**src/rtl/ps_mac_pkg.sv**
```systemverilog
// Shared types, constants and helpers for the ps_mac_seq precision-scalable MAC.
package ps_mac_pkg;

  localparam int DIGIT_W = 2;
  localparam int PP_W    = 5;

  typedef enum logic {
    IDLE = 1'b0,
    BUSY = 1'b1
  } state_t;

  // Out-of-range lane modes collapse onto the widest lane the datapath supports.
  function automatic int unsigned clamp_mode(input int unsigned mode, input int unsigned max_m);
    return (mode > max_m) ? max_m : mode;
  endfunction

  // Clamp pattern for a w-bit signed accumulator; caller keeps the low w bits.
  function automatic logic [63:0] saturate(input logic neg, input int unsigned w);
    if (neg) saturate = ~64'd0 << (w - 1);
    else     saturate = (64'd1 << (w - 1)) - 64'd1;
  endfunction

endpackage

```
**src/rtl/ps_mac_seq_if.sv**
```systemverilog
// Operand/result bus of ps_mac_seq: input valid/ready handshake plus result strobe.
interface ps_mac_seq_if #(
    parameter int DIGITS = 4,
    parameter int ACC_W  = 24
);
    localparam int MODE_W = $clog2(DIGITS) + 1;

    // An operand pair transfers on a rising edge where in_valid and in_ready are both 1;
    // in_valid must not depend on in_ready, and operands are ignored while in_ready is 0.
    logic                  in_valid;
    logic                  in_ready;
    logic [MODE_W-1:0]     mode;
    logic                  sa;
    logic                  sb;
    logic [2*DIGITS-1:0]   a;
    logic [2*DIGITS-1:0]   b;
    logic                  acc_clr;
    logic [ACC_W-1:0]      acc_out;
    logic                  out_valid;
    logic                  ovf;

    modport master (
        output in_valid, mode, sa, sb, a, b, acc_clr,
        input  in_ready, acc_out, out_valid, ovf
    );

    modport slave (
        input  in_valid, mode, sa, sb, a, b, acc_clr,
        output in_ready, acc_out, out_valid, ovf
    );
endinterface

```
**src/rtl/ps_digit_mul.sv**
```systemverilog
// Signed 2-bit x 2-bit digit product; ext flags supply the third (sign) bit of each digit.
module ps_digit_mul
    import ps_mac_pkg::*;
(
    input  logic [DIGIT_W-1:0]      a_i,
    input  logic [DIGIT_W-1:0]      b_i,
    input  logic                    ext_a_i,
    input  logic                    ext_b_i,
    output logic signed [PP_W-1:0]  p_o
);
    logic signed [PP_W-1:0] ax;
    logic signed [PP_W-1:0] bx;

    // The 3-bit digit {ext, d} sign-extended straight to the product width.
    assign ax  = {{(PP_W-DIGIT_W){ext_a_i}}, a_i};
    assign bx  = {{(PP_W-DIGIT_W){ext_b_i}}, b_i};
    assign p_o = ax * bx;
endmodule

```
**src/rtl/ps_mac_seq.sv**
```systemverilog
// Sequential precision-scalable MAC: one multiplier digit per cycle into a signed accumulator.
// Define PSMAC_SAT_EN to clamp the accumulator on signed overflow instead of wrapping.
module ps_mac_seq
    import ps_mac_pkg::*;
#(
    parameter int DIGITS = 4,
    parameter int ACC_W  = 24
) (
    input  logic         clk,
    input  logic         rst_n,
    ps_mac_seq_if.slave  bus,
    output state_t       dbg_state_o
);
    localparam int OP_W   = 2 * DIGITS;
    localparam int LOG_D  = $clog2(DIGITS);
    localparam int MODE_W = LOG_D + 1;
    localparam int KW     = (DIGITS > 1) ? LOG_D : 1;
    localparam int NMUL   = DIGITS * DIGITS;

    state_t                    state_q, state_d;
    logic [OP_W-1:0]           a_q, a_d, b_q, b_d;
    logic                      sa_q, sa_d, sb_q, sb_d, clr_q, clr_d;
    logic [MODE_W-1:0]         m_q, m_d;
    logic [KW-1:0]             k_q, k_d;
    logic signed [ACC_W-1:0]   acc_q, acc_d;
    logic                      ovf_q, ovf_d, ov_q, ov_d;

    logic [DIGIT_W-1:0]        ad [NMUL];
    logic [DIGIT_W-1:0]        bd [NMUL];
    logic [NMUL-1:0]           ext_a, ext_b;
    logic signed [PP_W-1:0]    pp [NMUL];
    logic signed [ACC_W-1:0]   addend, term, base;
    logic signed [ACC_W:0]     sum_w;
    logic                      add_ovf;
    int                        dpl;
`ifdef PSMAC_SAT_EN
    logic [63:0]               sat_v;
`endif

    assign dpl = 1 << m_q;

    // Multiplier (j, jj) pairs a digit j with b digit jj; it is live only when both sit in
    // the same lane and jj is that lane's k-th digit, so masked pairs multiply zeros.
    always_comb begin
        for (int j = 0; j < DIGITS; j++) begin
            for (int jj = 0; jj < DIGITS; jj++) begin
                int  idx;
                logic en;
                idx = j * DIGITS + jj;
                en  = (state_q == BUSY) && ((j >> m_q) == (jj >> m_q))
                      && ((jj & (dpl - 1)) == int'(k_q));
                ad[idx]    = en ? a_q[DIGIT_W*j +: DIGIT_W]  : '0;
                bd[idx]    = en ? b_q[DIGIT_W*jj +: DIGIT_W] : '0;
                ext_a[idx] = en && sa_q && a_q[DIGIT_W*j+1]  && ((j & (dpl - 1)) == dpl - 1);
                ext_b[idx] = en && sb_q && b_q[DIGIT_W*jj+1] && (int'(k_q) == dpl - 1);
            end
        end
    end

    for (genvar g = 0; g < NMUL; g++) begin : g_mul
        ps_digit_mul u_mul (
            .a_i     (ad[g]),
            .b_i     (bd[g]),
            .ext_a_i (ext_a[g]),
            .ext_b_i (ext_b[g]),
            .p_o     (pp[g])
        );
    end

    always_comb begin
        addend = '0;
        term   = '0;
        for (int j = 0; j < DIGITS; j++) begin
            for (int jj = 0; jj < DIGITS; jj++) begin
                term   = {{(ACC_W-PP_W){pp[j*DIGITS+jj][PP_W-1]}}, pp[j*DIGITS+jj]};
                addend = addend + (term << (DIGIT_W * ((j & (dpl - 1)) + int'(k_q))));
            end
        end
    end

    assign base    = (clr_q && (k_q == '0)) ? '0 : acc_q;
    assign sum_w   = {base[ACC_W-1], base} + {addend[ACC_W-1], addend};
    assign add_ovf = sum_w[ACC_W] != sum_w[ACC_W-1];

    always_comb begin
        state_d = state_q;
        a_d     = a_q;
        b_d     = b_q;
        sa_d    = sa_q;
        sb_d    = sb_q;
        clr_d   = clr_q;
        m_d     = m_q;
        k_d     = k_q;
        acc_d   = acc_q;
        ovf_d   = ovf_q;
        ov_d    = 1'b0;
`ifdef PSMAC_SAT_EN
        sat_v   = saturate(base[ACC_W-1], ACC_W);
`endif
        unique case (state_q)
            IDLE: begin
                if (bus.in_valid) begin
                    a_d     = bus.a;
                    b_d     = bus.b;
                    sa_d    = bus.sa;
                    sb_d    = bus.sb;
                    clr_d   = bus.acc_clr;
                    m_d     = MODE_W'(clamp_mode(32'(bus.mode), LOG_D));
                    k_d     = '0;
                    state_d = BUSY;
                end
            end
            BUSY: begin
`ifdef PSMAC_SAT_EN
                acc_d = add_ovf ? sat_v[ACC_W-1:0] : sum_w[ACC_W-1:0];
`else
                acc_d = sum_w[ACC_W-1:0];
`endif
                ovf_d = ((clr_q && (k_q == '0)) ? 1'b0 : ovf_q) | add_ovf;
                if (int'(k_q) == dpl - 1) begin
                    ov_d    = 1'b1;
                    state_d = IDLE;
                end else begin
                    k_d = k_q + 1'b1;
                end
            end
            default: state_d = IDLE;
        endcase
    end

    always_ff @(posedge clk or negedge rst_n) begin
        if (!rst_n) begin
            state_q <= IDLE;
            a_q     <= '0;
            b_q     <= '0;
            sa_q    <= 1'b0;
            sb_q    <= 1'b0;
            clr_q   <= 1'b0;
            m_q     <= '0;
            k_q     <= '0;
            acc_q   <= '0;
            ovf_q   <= 1'b0;
            ov_q    <= 1'b0;
        end else begin
            state_q <= state_d;
            a_q     <= a_d;
            b_q     <= b_d;
            sa_q    <= sa_d;
            sb_q    <= sb_d;
            clr_q   <= clr_d;
            m_q     <= m_d;
            k_q     <= k_d;
            acc_q   <= acc_d;
            ovf_q   <= ovf_d;
            ov_q    <= ov_d;
        end
    end

    assign bus.in_ready  = (state_q == IDLE);
    assign bus.acc_out   = acc_q;
    assign bus.out_valid = ov_q;
    assign bus.ovf       = ovf_q;
    assign dbg_state_o   = state_q;
endmodule

```
**src/flat_wrapper.sv**
```systemverilog
// flat-port wrapper written by rule: the top's interface ports become plain ports
module ps_mac_seq_flat import ps_mac_pkg::*;
#(
    parameter int DIGITS = 4,
    parameter int ACC_W  = 24
)
  (clk, rst_n, dbg_state_o, bus_in_valid, bus_mode, bus_sa, bus_sb, bus_a, bus_b, bus_acc_clr, bus_in_ready, bus_acc_out, bus_out_valid, bus_ovf);
  ps_mac_seq_if #(.DIGITS(DIGITS), .ACC_W(ACC_W)) bus_i ();
  input  logic clk;
  input  logic rst_n;
  output state_t dbg_state_o;
  input wire logic [$bits(bus_i.in_valid)-1:0] bus_in_valid;
  input wire logic [$bits(bus_i.mode)-1:0] bus_mode;
  input wire logic [$bits(bus_i.sa)-1:0] bus_sa;
  input wire logic [$bits(bus_i.sb)-1:0] bus_sb;
  input wire logic [$bits(bus_i.a)-1:0] bus_a;
  input wire logic [$bits(bus_i.b)-1:0] bus_b;
  input wire logic [$bits(bus_i.acc_clr)-1:0] bus_acc_clr;
  output wire logic [$bits(bus_i.in_ready)-1:0] bus_in_ready;
  output wire logic [$bits(bus_i.acc_out)-1:0] bus_acc_out;
  output wire logic [$bits(bus_i.out_valid)-1:0] bus_out_valid;
  output wire logic [$bits(bus_i.ovf)-1:0] bus_ovf;
  assign bus_i.in_valid = bus_in_valid;
  assign bus_i.mode = bus_mode;
  assign bus_i.sa = bus_sa;
  assign bus_i.sb = bus_sb;
  assign bus_i.a = bus_a;
  assign bus_i.b = bus_b;
  assign bus_i.acc_clr = bus_acc_clr;
  assign bus_in_ready = bus_i.in_ready;
  assign bus_acc_out = bus_i.acc_out;
  assign bus_out_valid = bus_i.out_valid;
  assign bus_ovf = bus_i.ovf;
  ps_mac_seq #(.DIGITS(DIGITS), .ACC_W(ACC_W)) u_core (.clk(clk), .rst_n(rst_n), .bus(bus_i), .dbg_state_o(dbg_state_o));
endmodule
```
**config.mk**
```make
export PLATFORM = sky130hd
export DESIGN_NAME = ps_mac_seq_flat
export DESIGN_NICKNAME = d
export VERILOG_FILES = /design/src/rtl/ps_mac_pkg.sv /design/src/rtl/ps_mac_seq_if.sv /design/src/rtl/ps_digit_mul.sv /design/src/rtl/ps_mac_seq.sv /design/src/flat_wrapper.sv
export SDC_FILE = /design/constraint.sdc
export NUM_CORES = 1
export LEC_CHECK = 0
export BUFFER_PORTS_ARGS = -buffer_cell sky130_fd_sc_hd__buf_2
export CAP_MARGIN = 25
export CORE_MARGIN = 5
export CORE_UTILIZATION = 56
export CTS_CLUSTER_SIZE = 28
export DETAILED_ROUTE_END_ITERATION = 16
export HOLD_SLACK_MARGIN = 0.03
export PLACE_DENSITY = 0.7
export SYNTH_ARGS = -nofsm -noshare
export SYNTH_HDL_FRONTEND = slang
export SYNTH_SLANG_ARGS = --single-unit
```
**constraint.sdc**
```tcl
create_clock -name clk -period 13.8 [get_ports clk]
set_input_delay 1.38 -clock clk [delete_from_list [all_inputs] [get_ports clk]]
set_output_delay 1.38 -clock clk [all_outputs]
set_load 0.03 [all_outputs]
```
# After elaboration in Yosys (flattened, before gate mapping)
# Cells that the tools add are included.
[op_classes]
shifts = 21
reduce_logical = 133
eq_ne = 19
n_mul = 16
n_lt_le_gt_ge = 1
n_bitwise = 2
muxes = 43
add_sub_neg = 21
[ops]
columns = ["op", "count"]
rows = [
  ["32-bit == test", 12],
  ["24-bit by 32-bit left shift with 24-bit output", 12],
  ["24-bit adder", 15],
  ["1-bit logical AND", 125],
  ["24-bit by 3-bit left shift with 24-bit output", 4],
  ["3-bit by 3-bit multiplier with 5-bit output", 16],
  ["2-bit 2-to-1 mux", 34],
  ["32-bit logical NOT", 2],
  ["1-bit by 3-bit right shift with 32-bit output (first input constant)", 2],
  ["2-bit by 3-bit right shift with 32-bit output (first input constant)", 2],
  ["31-bit logical NOT", 2],
  ["3-bit by 32-bit == test with 1-bit output", 1],
  ["1-bit by 3-bit left shift with 32-bit output (first input constant)", 1],
  ["32-bit by 2-bit subtractor with 32-bit output (second input constant)", 1],
  ["30-bit logical NOT", 1],
  ["24-bit by 24-bit adder with 25-bit output", 1],
  ["24-bit 2-to-1 mux", 1],
  ["2-bit by 2-bit adder with 3-bit output", 2],
  ["2-bit == test", 3],
  ["1-bit 2-to-1 mux", 5],
  ["2-bit inequality test (second input constant)", 2],
  ["2-bit one-hot mux with 2 select lines", 1],
  ["2-bit AND reduction", 2],
  ["1-bit by 2-bit adder with 3-bit output", 1],
  ["other kinds (8)", 8],
]
[word_totals]
out_inout_bits = 28
ff_bits = 51
wordCells = 267
in_bits = 25

# Depth between registers and ports, before layout
[logic_depth]
depth_word = 27
mapped_depth = 52
depth_no_buf = 49

# Cells and area by module
# Synthesis repeated with hierarchy kept, for this count alone.
[unflattened]
cells_unflattened = 2237
area_unflattened_um2 = 18515.3
[modules_own_cells]
columns = ["module", "seq_area_each_um2", "cells_each", "area_per_inst_um2", "instances"]
rows = [
  ["ps_mac_seq", 1276.2, 1869, 15312.2, 1],
  ["ps_digit_mul", 0.0, 23, 200.2, 16],
]

# Worst setup path after synthesis
# OpenSTA, ideal clock, no wires.
[synth_timing]
path_kind = "flip-flop to flip-flop"
start = "register u_core.m_q[1]"
end = "register u_core.acc_q[23] (netlist: u_core.bus.acc_out[23])"
setup_time_ps = 125
required_time_ps = 13675
arrival_ps = 12612
path_slack_ps = 1063
n_path_buf = 5
path_stages_with_launch = 53
period_less_slack_ps = 12737
cell_sequence = "dfrtp_1 -> or3_1 -> buf_2 -> buf_1 -> ha_1 -> inv_1 -> ha_1 -> clkbuf_1 -> inv_2 -> and3_1 -> buf_2 -> nand3_1 -> nor2_1 -> inv_1 -> or2_2 -> fa_1 -> fa_1 -> inv_1 -> (+17 left out) -> inv_1 -> ha_1 -> o21ai_0 -> a21oi_1 -> nand3_1 -> nand2_1 -> a21oi_1 -> xnor2_1 -> ha_1 -> clkbuf_1 -> a21oi_1 -> o22ai_1 -> or2_2 -> or4_1 -> a41oi_2 -> o21ai_1 -> xor2_1 -> mux2_2"
[synth_via]
elab_chain_cells = 25
word_cells_on_any_way = 226
classes_between = "add/sub (20); mul (16); eq/ne (16); shift (21); mux (30); reduce/logical (123)"
[synth_lines]
columns = ["element", "line", "source"]
rows = [
  ["start: declaration", "ps_mac_seq.sv:23", "logic [MODE_W-1:0] m_q, m_d;"],
  ["start signal: assignment", "ps_mac_seq.sv:151", "m_q <= m_d;"],
  ["1-bit by 3-bit left shift with 32-bit output / 1-bit by 3-bit right shift with 32-bit output (equally long branches)", "ps_mac_seq.sv:40, ps_mac_seq.sv:50", ""],
  ["32-bit by 2-bit subtractor with 32-bit output / 32-bit == test (equally long branches)", "ps_mac_seq.sv:54, ps_mac_seq.sv:55, ps_mac_seq.sv:50", ""],
  ["2-bit == test / 1-bit logical AND (equally long branches)", "ps_mac_seq.sv:51, ps_mac_seq.sv:50", ""],
  ["1-bit logical AND", "ps_mac_seq.sv:51", "&& ((jj & (dpl - 1)) == int'(k_q));"],
  ["1-bit logical AND (on tied branches) (3 in series)", "ps_mac_seq.sv:54, ps_mac_seq.sv:55", ""],
  ["3-bit by 3-bit multiplier with 5-bit output", "ps_digit_mul.sv:17", "assign p_o = ax * bx;"],
  ["24-bit by 3-bit left shift with 24-bit output", "ps_mac_seq.sv:76", "addend = addend + (term << (DIGIT_W * ((j & (dpl - 1)) + int'(k_q))));"],
  ["24-bit adder (14 in series)", "ps_mac_seq.sv:76", ""],
  ["24-bit adder (*)", "ps_mac_seq.sv:76", ""],
  ["24-bit by 24-bit adder with 25-bit output (*)", "ps_mac_seq.sv:82", "assign sum_w = {base[ACC_W-1], base} + {addend[ACC_W-1], addend};"],
  ["end signal: assignment", "ps_mac_seq.sv:141", "acc_q <= '0;"],
  ["end signal: assignment", "ps_mac_seq.sv:153", "acc_q <= acc_d;"],
  ["end: declaration", "ps_mac_seq.sv:25", "logic signed [ACC_W-1:0] acc_q, acc_d;"],
]
# Mark *: on every way between the ends. The rest lies on a longest branch, timed or not.
# A chain may end at the register's enable or synchronous reset.

# Final worst setup path
# Same ends and word-level chain as after synthesis.

==> impl_metrics.tcl <==
set metrics [dict create \
    r2r-start "u_core.m_q[1]" \
    drt_wl_total_mm 57.19 \
    outcome "finished, final reports clean" \
    drc 0 \
    place.gp.congestion 0.9897 \
    startpoint_type "flop" \
    ys_seq_area_share_pct 6.989 \
    setup_viol 0 \
    tns_ns 0 \
    worst_pin_slew_ns 0.9613 \
    grt_use_total_pct 32.60 \
    grt_pass1_wl_mm 91.25 \
    dr.pass1.iters 6 \
    critical_path.endpoint "u_core.bus.acc_out[23]" \
    slowest_delay_ns 0.62 \
    insertion_delay_ns 0.32 \
    cts_buffers 5 \
    via_per_inst 5.943 \
    worstPathRequired_ns 14.00 \
    min_from "u_core.b_q[0]" \
    multiInputGateArea_sq_um 15270 \
    grt_pass1_vias 16240 \
    antenna_left 0 \
    rows 66 \
    critPathKind "flop to flop" \
    antenna_found_initial 0 \
    arrival_ns 13.31 \
    clock-skew-final_ns 0.01954 \
    hp-class "flop to flop" \
    fmax_ghz 0.07629 \
    syn_to_final_growth_pct 4.893 \
    synth_flop_cell "dfrtp_1" \
    start_util_pct 56.41 \
    drive_above_1_share_pct 8.135 \
    slew_headroom_pct 35.42 \
    core_sq_um 32370 \
    post-route-period-util_pct 94.99 \
    syn_area_sq_um 18260 \
    finalMaxSlewViolations 0 \
    worst-path-max-fanout 41 \
    drt_iter0_markers 1721 \
    reg2reg_setup_slack_ns 0.69 \
    io_pins 53 \
    cts_max_level 2 \
    clock_path_buffers 2 \
    rsz0062_at_grt "no" \
    cts_tree "yes" \
    grt_max_degree 70 \
    dp_hpwl_mm 48.17 \
    ys_warn_count 0 \
    hold_violations 0 \
    fin_crit_ns 13.11 \
    crit_path_end_kind "flop" \
    grt-ovfl-total 0 \
    dieWidth_um 190.6 \
    cp_num_buf_inv 7 \
    worst_r2r_path_depth 42 \
    netlist_instances 2194 \
    finish.net_count 2649 \
    crit_family "adder cells" \
    cpMostUsedCell "fa_1" \
    critPathSlowestCell "fa_1" \
    antennaDiodeCount 0 \
    seqCellArea_sq_um 1277 \
    cts.sinks 51 \
    clk_pin_slew_ns 0.08 \
    async_reset_ff_share_pct 100.0 \
    clockRootBuffer "clkbuf_16" \
    die_area_sq_um 36320 \
    synth-seq-cells 51 \
    die_h_um 190.6 \
    path_depth 42 \
    startpoint "u_core.m_q[1]" \
    wire_per_inst_um 21.74 \
    synth-edff-count 0 \
    synth_cell_types 78 \
    fill_cells 2969 \
    dr_total_vias 15630 \
    io_buffers 52 \
    max_cap_violations 0 \
    rr_endpoint "u_core.bus.acc_out[23]" \
    syn_avg_cell_area_sq_um 8.323 \
]
## cell families (layout without fill, tap and decap cells)
logic type / after synthesis / in the layout / synth area share [%]
xor gates and xnor gates: 95 / 95 / 4.975
muxes: 44 / 44 / 2.576
other: 1 / 9 / 0.02054
and+or+nand+nor: 640 / 640 / 16.81
adders and majority gates: 437 / 437 / 43.35
AOI/OAI and AO/OA: 452 / 452 / 15.36
DFF: 51 / 51 / 6.989
buffers and inverters: 474 / 460 / 9.922
## flip-flops by register name, summed over array words and instances (netlist names), 2 cells and up
signal / cells
u_core.m_q: 3
u_core.k_q: 2
u_core.b_q: 8
u_core.a_q: 8
u_core.bus.acc_out: 24
## cells in the final DEF, fill, tap and decap left out, types with 50 or more instances in the layout
master and count:
dfrtp_1 50, nand2_1 245, nor2_1 134, fa_1 326
o21ai_0 104, xnor2_1 61, inv_1 361, buf_2 52
and2_1 56, ha_1 110, a21oi_1 135
## cell type report
type / instances / share of cell area, %
flip-flops and latches: 51 / 6.670
well taps: 442 / 2.887
inverters: 367 / 7.192
repair buffers: 85 / 2.672
multi-input cells: 1677 / 79.70
clock inverters: 2 / 0.2025
clock buffers: 6 / 0.6729
## worst min-delay path by stage
stage                    end  cells after the start
2_1_floorplan  u_core.b_q[0]                      2
3_3_place_gp   u_core.b_q[0]                      2
3_5_place_dp   u_core.b_q[1]                      2
4_1_cts        u_core.b_q[0]                      2
5_1_grt        u_core.b_q[0]                      2
6_report       u_core.b_q[0]                      2
## cells in the mapped netlist, types with 5 or more instances
| cell type | n | area share, % |
|---|---|---|
| ha_1 | 111 | 7.6 |
| or3_1 | 8 | 0.27 |
| fa_1 | 326 | 36 |
| mux2i_1 | 20 | 1.1 |
| o31ai_1 | 5 | 0.21 |
| o21a_1 | 16 | 0.66 |
| o21bai_1 | 9 | 0.37 |
| and2_1 | 57 | 2.0 |
| a2bb2oi_1 | 10 | 0.48 |
| a21o_1 | 43 | 1.8 |
| or2_2 | 23 | 0.79 |
| nand3_1 | 36 | 0.99 |
| mux2_2 | 24 | 1.5 |
| a31oi_1 | 19 | 0.65 |
| o211ai_1 | 8 | 0.33 |
| o22a_1 | 5 | 0.24 |
| o21ai_0 | 105 | 2.9 |
| nor3_1 | 20 | 0.55 |
| nor2b_1 | 7 | 0.24 |
| a211oi_1 | 11 | 0.45 |
| xnor2_1 | 67 | 3.2 |
| xor2_1 | 22 | 1.1 |
| nor2_2 | 5 | 0.17 |
| a21boi_0 | 5 | 0.21 |
| o221ai_1 | 8 | 0.38 |
| nand2b_1 | 25 | 0.86 |
| o22ai_1 | 33 | 1.1 |
| nor2_1 | 135 | 2.8 |
| buf_2 | 13 | 0.36 |
| clkbuf_1 | 80 | 1.6 |
| nand2_1 | 245 | 5.0 |
| a22oi_1 | 7 | 0.29 |
| a21oi_1 | 135 | 3.7 |
| nand4_1 | 16 | 0.55 |
| inv_1 | 361 | 7.4 |
| dfrtp_1 | 51 | 7.0 |
| and3_1 | 46 | 1.6 |
| buf_1 | 10 | 0.21 |
## metrics by stage
| stage | hold slack, ns | cell area (sq um) | utilization (%) | setup WS [ns] | instances |
|---|---|---|---|---|---|
| 6_report | 0.4948 | 19150 | 59.17 | 0.6913 | 2630 |
| 5_1_grt | 0.5124 | 19150 | 59.17 | 0.001357 | 2630 |
| 4_1_cts | 0.5035 | 19100 | 59.01 | 0.5319 | 2629 |
| 3_5_place_dp | 0.4836 | 18940 | 58.50 | 0.6244 | 2621 |
| 3_3_place_gp | 0.4606 | 18940 | 58.50 | 0.8276 | 2621 |
| 2_1_floorplan | 0.4374 | 18290 | - | 1.063 | 2202 |
## what timing repair did
| item | in CTS | in global routing |
|---|---|---|
| hold buffers | 0 | 0 |
| endpoints found under the setup margin | 0 | 4 |
| resized for setup | 0 | 8 |
| buffers inserted | 0 | 0 |
## worst register-to-register path: cells and delay by family (launching register included)
family,cells,cell delay [ns]
compound gates,8,1.94
xor+xnor,2,0.31
fa+ha+maj,13,6.17
buf+inv,7,0.71
flops,1,0.47
mux,1,0.26
simple gates,11,3.15
## per-layer routing
metal	global-route usage, %	wire [um]	vias up	part of all wire, %
met3	5.969	5284	152	9.2
li1	-	-	7092	-
met1	45.54	23710	7592	41
met2	51.19	25780	794	45
met4	11.93	2406	0	4.2
met5	0	0	-	0
Power is left out: the tool's default activity adds up to more than one toggle a clock period on the data nets, which glitch-free logic cannot reach.
